<file path="src/rtl/div_pkg.sv">
// ---------------------------------------------------------------------------
// div_pkg : shared state encoding and magnitude helper for the divider
// Revision: 1.0
// ---------------------------------------------------------------------------
`default_nettype none

package div_pkg;

  localparam int MAX_W = 64;

  typedef enum logic [1:0] {
    IDLE = 2'd0,
    CALC = 2'd1,
    FIX  = 2'd2,
    DONE = 2'd3
  } state_e;

  // Magnitude of the low w bits of v; upper bits of the result are zero.
  function automatic logic [MAX_W-1:0] twos_mag(input logic [MAX_W-1:0] v,
                                                 input int unsigned    w,
                                                 input logic           is_signed);
    logic [MAX_W-1:0] mask;
    mask = {MAX_W{1'b1}} >> (MAX_W - w);
    if (is_signed && v[w-1])
      twos_mag = (~v + 1'b1) & mask;
    else
      twos_mag = v & mask;
  endfunction

endpackage

`default_nettype wire

</file>
<file path="src/rtl/divider_if.sv">
// ---------------------------------------------------------------------------
// divider_if : start/ready/done request and result bundle of the divider
// Revision: 1.0
// ---------------------------------------------------------------------------
`default_nettype none

interface divider_if #(
  parameter int WIDTH = 4
);
  logic             start;
  logic             d_signed;
  logic [WIDTH-1:0] src_a;
  logic [WIDTH-1:0] src_b;
  logic             ready;
  logic             done;
  logic             div_zero;
  logic [WIDTH-1:0] quotient;
  logic [WIDTH-1:0] remainder;

  modport master (
    output start, d_signed, src_a, src_b,
    input  ready, done, div_zero, quotient, remainder
  );

  modport slave (
    input  start, d_signed, src_a, src_b,
    output ready, done, div_zero, quotient, remainder
  );
endinterface

`default_nettype wire

</file>
<file path="src/rtl/div_controller.sv">
// ---------------------------------------------------------------------------
// div_controller : divider sequencing FSM and iteration counter
// Revision: 1.0
// ---------------------------------------------------------------------------
`default_nettype none

module div_controller
  import div_pkg::*;
#(
  parameter int WIDTH = 4
) (
  input  wire  clk,
  input  wire  reset,
  input  wire  start,
  input  wire  b_zero,
  output logic load,
  output logic step,
  output logic fix,
  output logic load_zero,
  output logic ready,
  output logic done
);

  localparam int CW = $clog2(WIDTH + 1);

  state_e          state_q, state_d;
  logic [CW-1:0]   cnt_q, cnt_d;
  logic            cnt_last;

  assign cnt_last = (cnt_q == CW'(WIDTH - 1));

  always_comb begin
    state_d   = state_q;
    cnt_d     = cnt_q;
    load      = 1'b0;
    step      = 1'b0;
    fix       = 1'b0;
    load_zero = 1'b0;
    ready     = (state_q == IDLE) || (state_q == DONE);
    done      = (state_q == DONE);
    case (state_q)
      IDLE, DONE: begin
        if (start) begin
          if (b_zero) begin
            load_zero = 1'b1;
            state_d   = DONE;
          end else begin
            load    = 1'b1;
            cnt_d   = '0;
            state_d = CALC;
          end
        end
      end
      CALC: begin
        step  = 1'b1;
        cnt_d = cnt_q + 1'b1;
        if (cnt_last)
          state_d = FIX;
      end
      FIX: begin
        fix     = 1'b1;
        state_d = DONE;
      end
      default: state_d = IDLE;
    endcase
  end

  always_ff @(posedge clk) begin
    if (reset) begin
      state_q <= IDLE;
      cnt_q   <= '0;
    end else begin
      state_q <= state_d;
      cnt_q   <= cnt_d;
    end
  end

endmodule

`default_nettype wire

</file>
<file path="src/rtl/divider.sv">
// ---------------------------------------------------------------------------
// divider : sequential restoring divider, signed/unsigned, one bit per clock
// Revision: 1.0
// ---------------------------------------------------------------------------
`default_nettype none

module divider
  import div_pkg::*;
#(
  parameter int WIDTH = 4
) (
  input  wire       clk,
  input  wire       reset,
  divider_if.slave  bus
);

  logic load, step, fix, load_zero;
  logic b_zero;

  logic [WIDTH-1:0] a_q, a_d;          // dividend shifts out, quotient shifts in
  logic [WIDTH-1:0] b_q, b_d;
  logic [WIDTH:0]   rem_q, rem_d;
  logic             neg_q_q, neg_q_d;
  logic             neg_r_q, neg_r_d;
  logic [WIDTH-1:0] quotient_q, quotient_d;
  logic [WIDTH-1:0] remainder_q, remainder_d;
  logic             div_zero_q, div_zero_d;

  logic [MAX_W-1:0] mag_a, mag_b;
  logic [WIDTH:0]   shifted, diff;
  logic             unused_bits;

  assign b_zero = (bus.src_b == '0);
  assign mag_a  = twos_mag({{(MAX_W-WIDTH){1'b0}}, bus.src_a}, WIDTH, bus.d_signed);
  assign mag_b  = twos_mag({{(MAX_W-WIDTH){1'b0}}, bus.src_b}, WIDTH, bus.d_signed);
  assign unused_bits = ^{mag_a[MAX_W-1:WIDTH], mag_b[MAX_W-1:WIDTH], rem_q[WIDTH]};

  assign shifted = {rem_q[WIDTH-1:0], a_q[WIDTH-1]};
  assign diff    = shifted - {1'b0, b_q};

  div_controller #(.WIDTH(WIDTH)) u_ctrl (
    .clk       (clk),
    .reset     (reset),
    .start     (bus.start),
    .b_zero    (b_zero),
    .load      (load),
    .step      (step),
    .fix       (fix),
    .load_zero (load_zero),
    .ready     (bus.ready),
    .done      (bus.done)
  );

  always_comb begin
    a_d         = a_q;
    b_d         = b_q;
    rem_d       = rem_q;
    neg_q_d     = neg_q_q;
    neg_r_d     = neg_r_q;
    quotient_d  = quotient_q;
    remainder_d = remainder_q;
    div_zero_d  = div_zero_q;
    if (load) begin
      a_d     = mag_a[WIDTH-1:0];
      b_d     = mag_b[WIDTH-1:0];
      rem_d   = '0;
      neg_q_d = bus.d_signed & (bus.src_a[WIDTH-1] ^ bus.src_b[WIDTH-1]);
      neg_r_d = bus.d_signed & bus.src_a[WIDTH-1];
    end else if (load_zero) begin
      quotient_d  = '1;
      remainder_d = bus.src_a;
      div_zero_d  = 1'b1;
    end else if (step) begin
      if (shifted >= {1'b0, b_q}) begin
        rem_d = diff;
        a_d   = {a_q[WIDTH-2:0], 1'b1};
      end else begin
        rem_d = shifted;
        a_d   = {a_q[WIDTH-2:0], 1'b0};
      end
    end else if (fix) begin
      quotient_d  = neg_q_q ? (~a_q + 1'b1) : a_q;
      remainder_d = neg_r_q ? (~rem_q[WIDTH-1:0] + 1'b1) : rem_q[WIDTH-1:0];
      div_zero_d  = 1'b0;
    end
  end

  always_ff @(posedge clk) begin
    if (reset) begin
      a_q         <= '0;
      b_q         <= '0;
      rem_q       <= '0;
      neg_q_q     <= 1'b0;
      neg_r_q     <= 1'b0;
      quotient_q  <= '0;
      remainder_q <= '0;
      div_zero_q  <= 1'b0;
    end else begin
      a_q         <= a_d;
      b_q         <= b_d;
      rem_q       <= rem_d;
      neg_q_q     <= neg_q_d;
      neg_r_q     <= neg_r_d;
      quotient_q  <= quotient_d;
      remainder_q <= remainder_d;
      div_zero_q  <= div_zero_d;
    end
  end

  assign bus.quotient  = quotient_q;
  assign bus.remainder = remainder_q;
  assign bus.div_zero  = div_zero_q;

endmodule

`default_nettype wire

</file>
<file path="src/flat_wrapper.sv">
// flat-port wrapper written by rule: the top's interface ports become plain ports
module divider_flat import div_pkg::*;
#(
  parameter int WIDTH = 4
)
  (clk, reset, bus_start, bus_d_signed, bus_src_a, bus_src_b, bus_ready, bus_done, bus_div_zero, bus_quotient, bus_remainder);
  divider_if #(.WIDTH(WIDTH)) bus_i ();
  input  wire clk;
  input  wire reset;
  input wire logic [$bits(bus_i.start)-1:0] bus_start;
  input wire logic [$bits(bus_i.d_signed)-1:0] bus_d_signed;
  input wire logic [$bits(bus_i.src_a)-1:0] bus_src_a;
  input wire logic [$bits(bus_i.src_b)-1:0] bus_src_b;
  output wire logic [$bits(bus_i.ready)-1:0] bus_ready;
  output wire logic [$bits(bus_i.done)-1:0] bus_done;
  output wire logic [$bits(bus_i.div_zero)-1:0] bus_div_zero;
  output wire logic [$bits(bus_i.quotient)-1:0] bus_quotient;
  output wire logic [$bits(bus_i.remainder)-1:0] bus_remainder;
  assign bus_i.start = bus_start;
  assign bus_i.d_signed = bus_d_signed;
  assign bus_i.src_a = bus_src_a;
  assign bus_i.src_b = bus_src_b;
  assign bus_ready = bus_i.ready;
  assign bus_done = bus_i.done;
  assign bus_div_zero = bus_i.div_zero;
  assign bus_quotient = bus_i.quotient;
  assign bus_remainder = bus_i.remainder;
  divider #(.WIDTH(WIDTH)) u_core (.clk(clk), .reset(reset), .bus(bus_i));
endmodule
</file>
<file path="config.mk">
export PLATFORM = sky130hd
export DESIGN_NAME = divider_flat
export DESIGN_NICKNAME = d
export VERILOG_FILES = /design/src/rtl/div_pkg.sv /design/src/rtl/divider_if.sv /design/src/rtl/div_controller.sv /design/src/rtl/divider.sv /design/src/flat_wrapper.sv
export SDC_FILE = /design/constraint.sdc
export NUM_CORES = 1
export LEC_CHECK = 0
export CORE_MARGIN = 2
export CORE_UTILIZATION = 52
export CTS_CLUSTER_DIAMETER = 100
export DETAILED_ROUTE_END_ITERATION = 8
export HOLD_SLACK_MARGIN = 0.08
export PLACE_DENSITY = 0.76
export SLEW_MARGIN = 20
export SYNTH_ARGS = -nofsm -noshare
export SYNTH_HDL_FRONTEND = slang
export SYNTH_SLANG_ARGS = --single-unit
</file>
<file path="constraint.sdc">
create_clock -name clk -period 2.4 [get_ports clk]
set_clock_uncertainty 0.05 [all_clocks]
set_input_delay 0.24 -clock clk [delete_from_list [all_inputs] [get_ports clk]]
set_output_delay 0.24 -clock clk [all_outputs]
set_load 0.005 [all_outputs]
</file>
==> qor.yml <==
layout_commonest_cell: "dfxtp_1"
cts_buffers: 3
yosysTopAreaCell: "dfxtp_1"
synth_top_area_share_pct: 32.77
max_stage_delay_ns: 0.53
crit_family: "buffers and inverters"
setup_slack_ns: 0.3712
cp_cell_sequence: "inv_1 > ha_1 > clkdlybuf4s50_1"
detailroute.via_count: 1562
p_per_area_nw_per_um2: 788.6
nets: 259
cts_tree: "built"
vias_per_cell: 5.680
cts_hold_buf: 0
worstPathRequired_ns: 2.11
synth_edf_count: 0
layout_worst_path_cycle_share_pct: 84.53
routed_wl_microns: 3841
root_buffer: "clkbuf_4"
stdcell_count: 275
worst_pin_slew_ns: 0.5104
cp.arrival_ns: 1.74
ys_warn_count: 0
async_reset_ff_share_pct: 0
drtAntennaViolNets: 0
antenna_found_initial: 0
grt_pass1_wl_microns: 6499
crit_path_end_kind: "output port"
postCtsResizedCells: 0
timing.fmax_ghz: 0.4929
worst_setup_hold_path_clk_slew_ns: 0.16
drive_above_1_share_pct: 7.792
worstSetupPathType: "reg -> out"
core_area_sq_um: 3103
grt_max_degree: 16
layout_common_cells: "28 x dfxtp_1, 22 x inv_1, 22 x nand2_1, 22 x clkdlybuf4s50_1, 14 x ha_1"
area_growth_pct: 19.09
relSlewSlack_pct: 65.98
syn_area_sq_um: 1710
cts_max_path_buffers: 2
synth_seq_cells: 28
cp_slowest_cell: "clkdlybuf4s50_1"
hold_viol: 0
start_util_pct: 55.12
die_area_sq_um: 3764
die_w_microns: 61.35
slew_viol_final: 0
dr.pass1.iters: 4
rsz0062_at_grt: "no"
tns_ns: 0
fin_crit_ns: 2.029
drtIter0Drc: 62
p_leak_uw: 0.0007747
postSynthCellCount: 205
grt_usage_pct: 23.43
core.rowCount: 20
dpl.cell_count: 271
synth.distinct_cells: 44
cp_max_fo: 6
cts_sinks: 28
hold_path_class: "reg -> reg"
finalSetupViolations: 0
htreeDepth: 1
portBuffers: 22
grt_pass1_vias: 1455
clk_latency_ns: 0.34
synth_area_leaders: "dfxtp_1 33%, ha_1 10%, inv_1 4.8%"
max-cap-violations: 0
ys.flop_type: "dfxtp_1"
n_antenna_cell: 0
pre_cts_slack_ns: 0.06414
fillCellCount: 286
ir_drop_mv: 0.3262
status: "finished clean"
grt_overflow: 0
syn_nets: 232
pin_count: 23
final_util_pct: 65.65
remaining_drc_errors: 0
die_y_microns: 61.35
hold_ws_ns: 0.4315
place_congestion: 0.8161
yosysSeqAreaShare_pct: 32.77
synth_area_per_cell_sq_um: 8.343
detailed_place_hpwl_microns: 3014
startpoint_type: "flip-flop"
wl_per_cell_microns: 13.97
critPathBufInv: 2
cts_setup_buffers: 0
## sequential cells by signal, summed over array words and instances, names as in the netlist
| register | count |
|---|---|
| u_core.b_q | 4 |
| u_core.neg_r_q | 1 |
| u_core.a_q | 4 |
| u_core.bus.remainder | 4 |
| u_core.bus.div_zero | 1 |
| u_core.neg_q_q | 1 |
| u_core.u_ctrl.state_q | 2 |
| u_core.bus.quotient | 4 |
| u_core.u_ctrl.cnt_q | 3 |
| u_core.rem_q | 4 |
## cells by family after synthesis
group / share of synthesized area, %
AO/OA/AOI/OAI: 20.63
XOR/XNOR: 3.585
adder cells (fa/ha/maj): 11.41
buffers and inverters: 7.461
flip-flops: 32.77
multiplexers: 2.999
AND/OR/NAND/NOR: 21.14
## worst reg2reg max path, cell delays in order, from the launching register on
cell	delay, ns
dfxtp_1	0.41
inv_1	0.08
ha_1	0.37
and2_1	0.17
and2_0	0.38
buf_4	0.22
nor2_1	0.05
a311oi_1	0.22
## layout make-up
class,count,area (sq um),share of cell area [%]
Timing Repair Buffer,30,280.3,13.76
Inverter,22,82.58,4.054
Tap cell,44,55.05,2.703
Clock buffer,4,36.28,1.781
Multi-Input combinational cell,147,1022,50.18
Sequential cell,28,560.5,27.52
## cells in the mapped netlist (3+ instances only)
master,instances
clkbuf_1,3
nand2b_1,6
inv_1,22
mux2i_1,4
dfxtp_1,28
xnor2_1,5
nand3_1,7
o22ai_1,3
nand3b_1,5
a311oi_1,3
a211oi_1,3
o21ai_0,7
nor3_1,5
ha_1,14
nor2_1,13
nand2_1,22
o31ai_1,6
nand4_1,3
a21oi_1,13
## through the flow
step	area (sq um)	total power (uW)
final	2037	1606
after global routing	2037	1742
after CTS	2037	1605
after detailed placement	2001	1372
after global placement	2001	1339
after floorplan	1710	1123
## final timing paths
check	cells after the start	to	start	slack (ns)
max	3	bus_ready	u_core.u_ctrl.state_q[0]	0.37
min	2	u_core.bus.remainder[2]	u_core.bus.remainder[2]	0.43
max reg2reg	7	u_core.b_q[1]	u_core.u_ctrl.state_q[0]	0.37
min reg2reg	2	u_core.bus.remainder[2]	u_core.bus.remainder[2]	0.43
## layer usage
layer | GRT usage [%] | routed length (microns)
met3 | 3.361 | 203
met5 | 0 | 0
met2 | 40.58 | 1822
met4 | 9.422 | 68
met1 | 29.27 | 1747
## where the power goes
part	switching [uW]	internal (uW)
Clock	147	93.2
Sequential	77.4	549
Combinational	405	334
Total	630	977
Note: power is estimated with default switching activity, not from simulation.
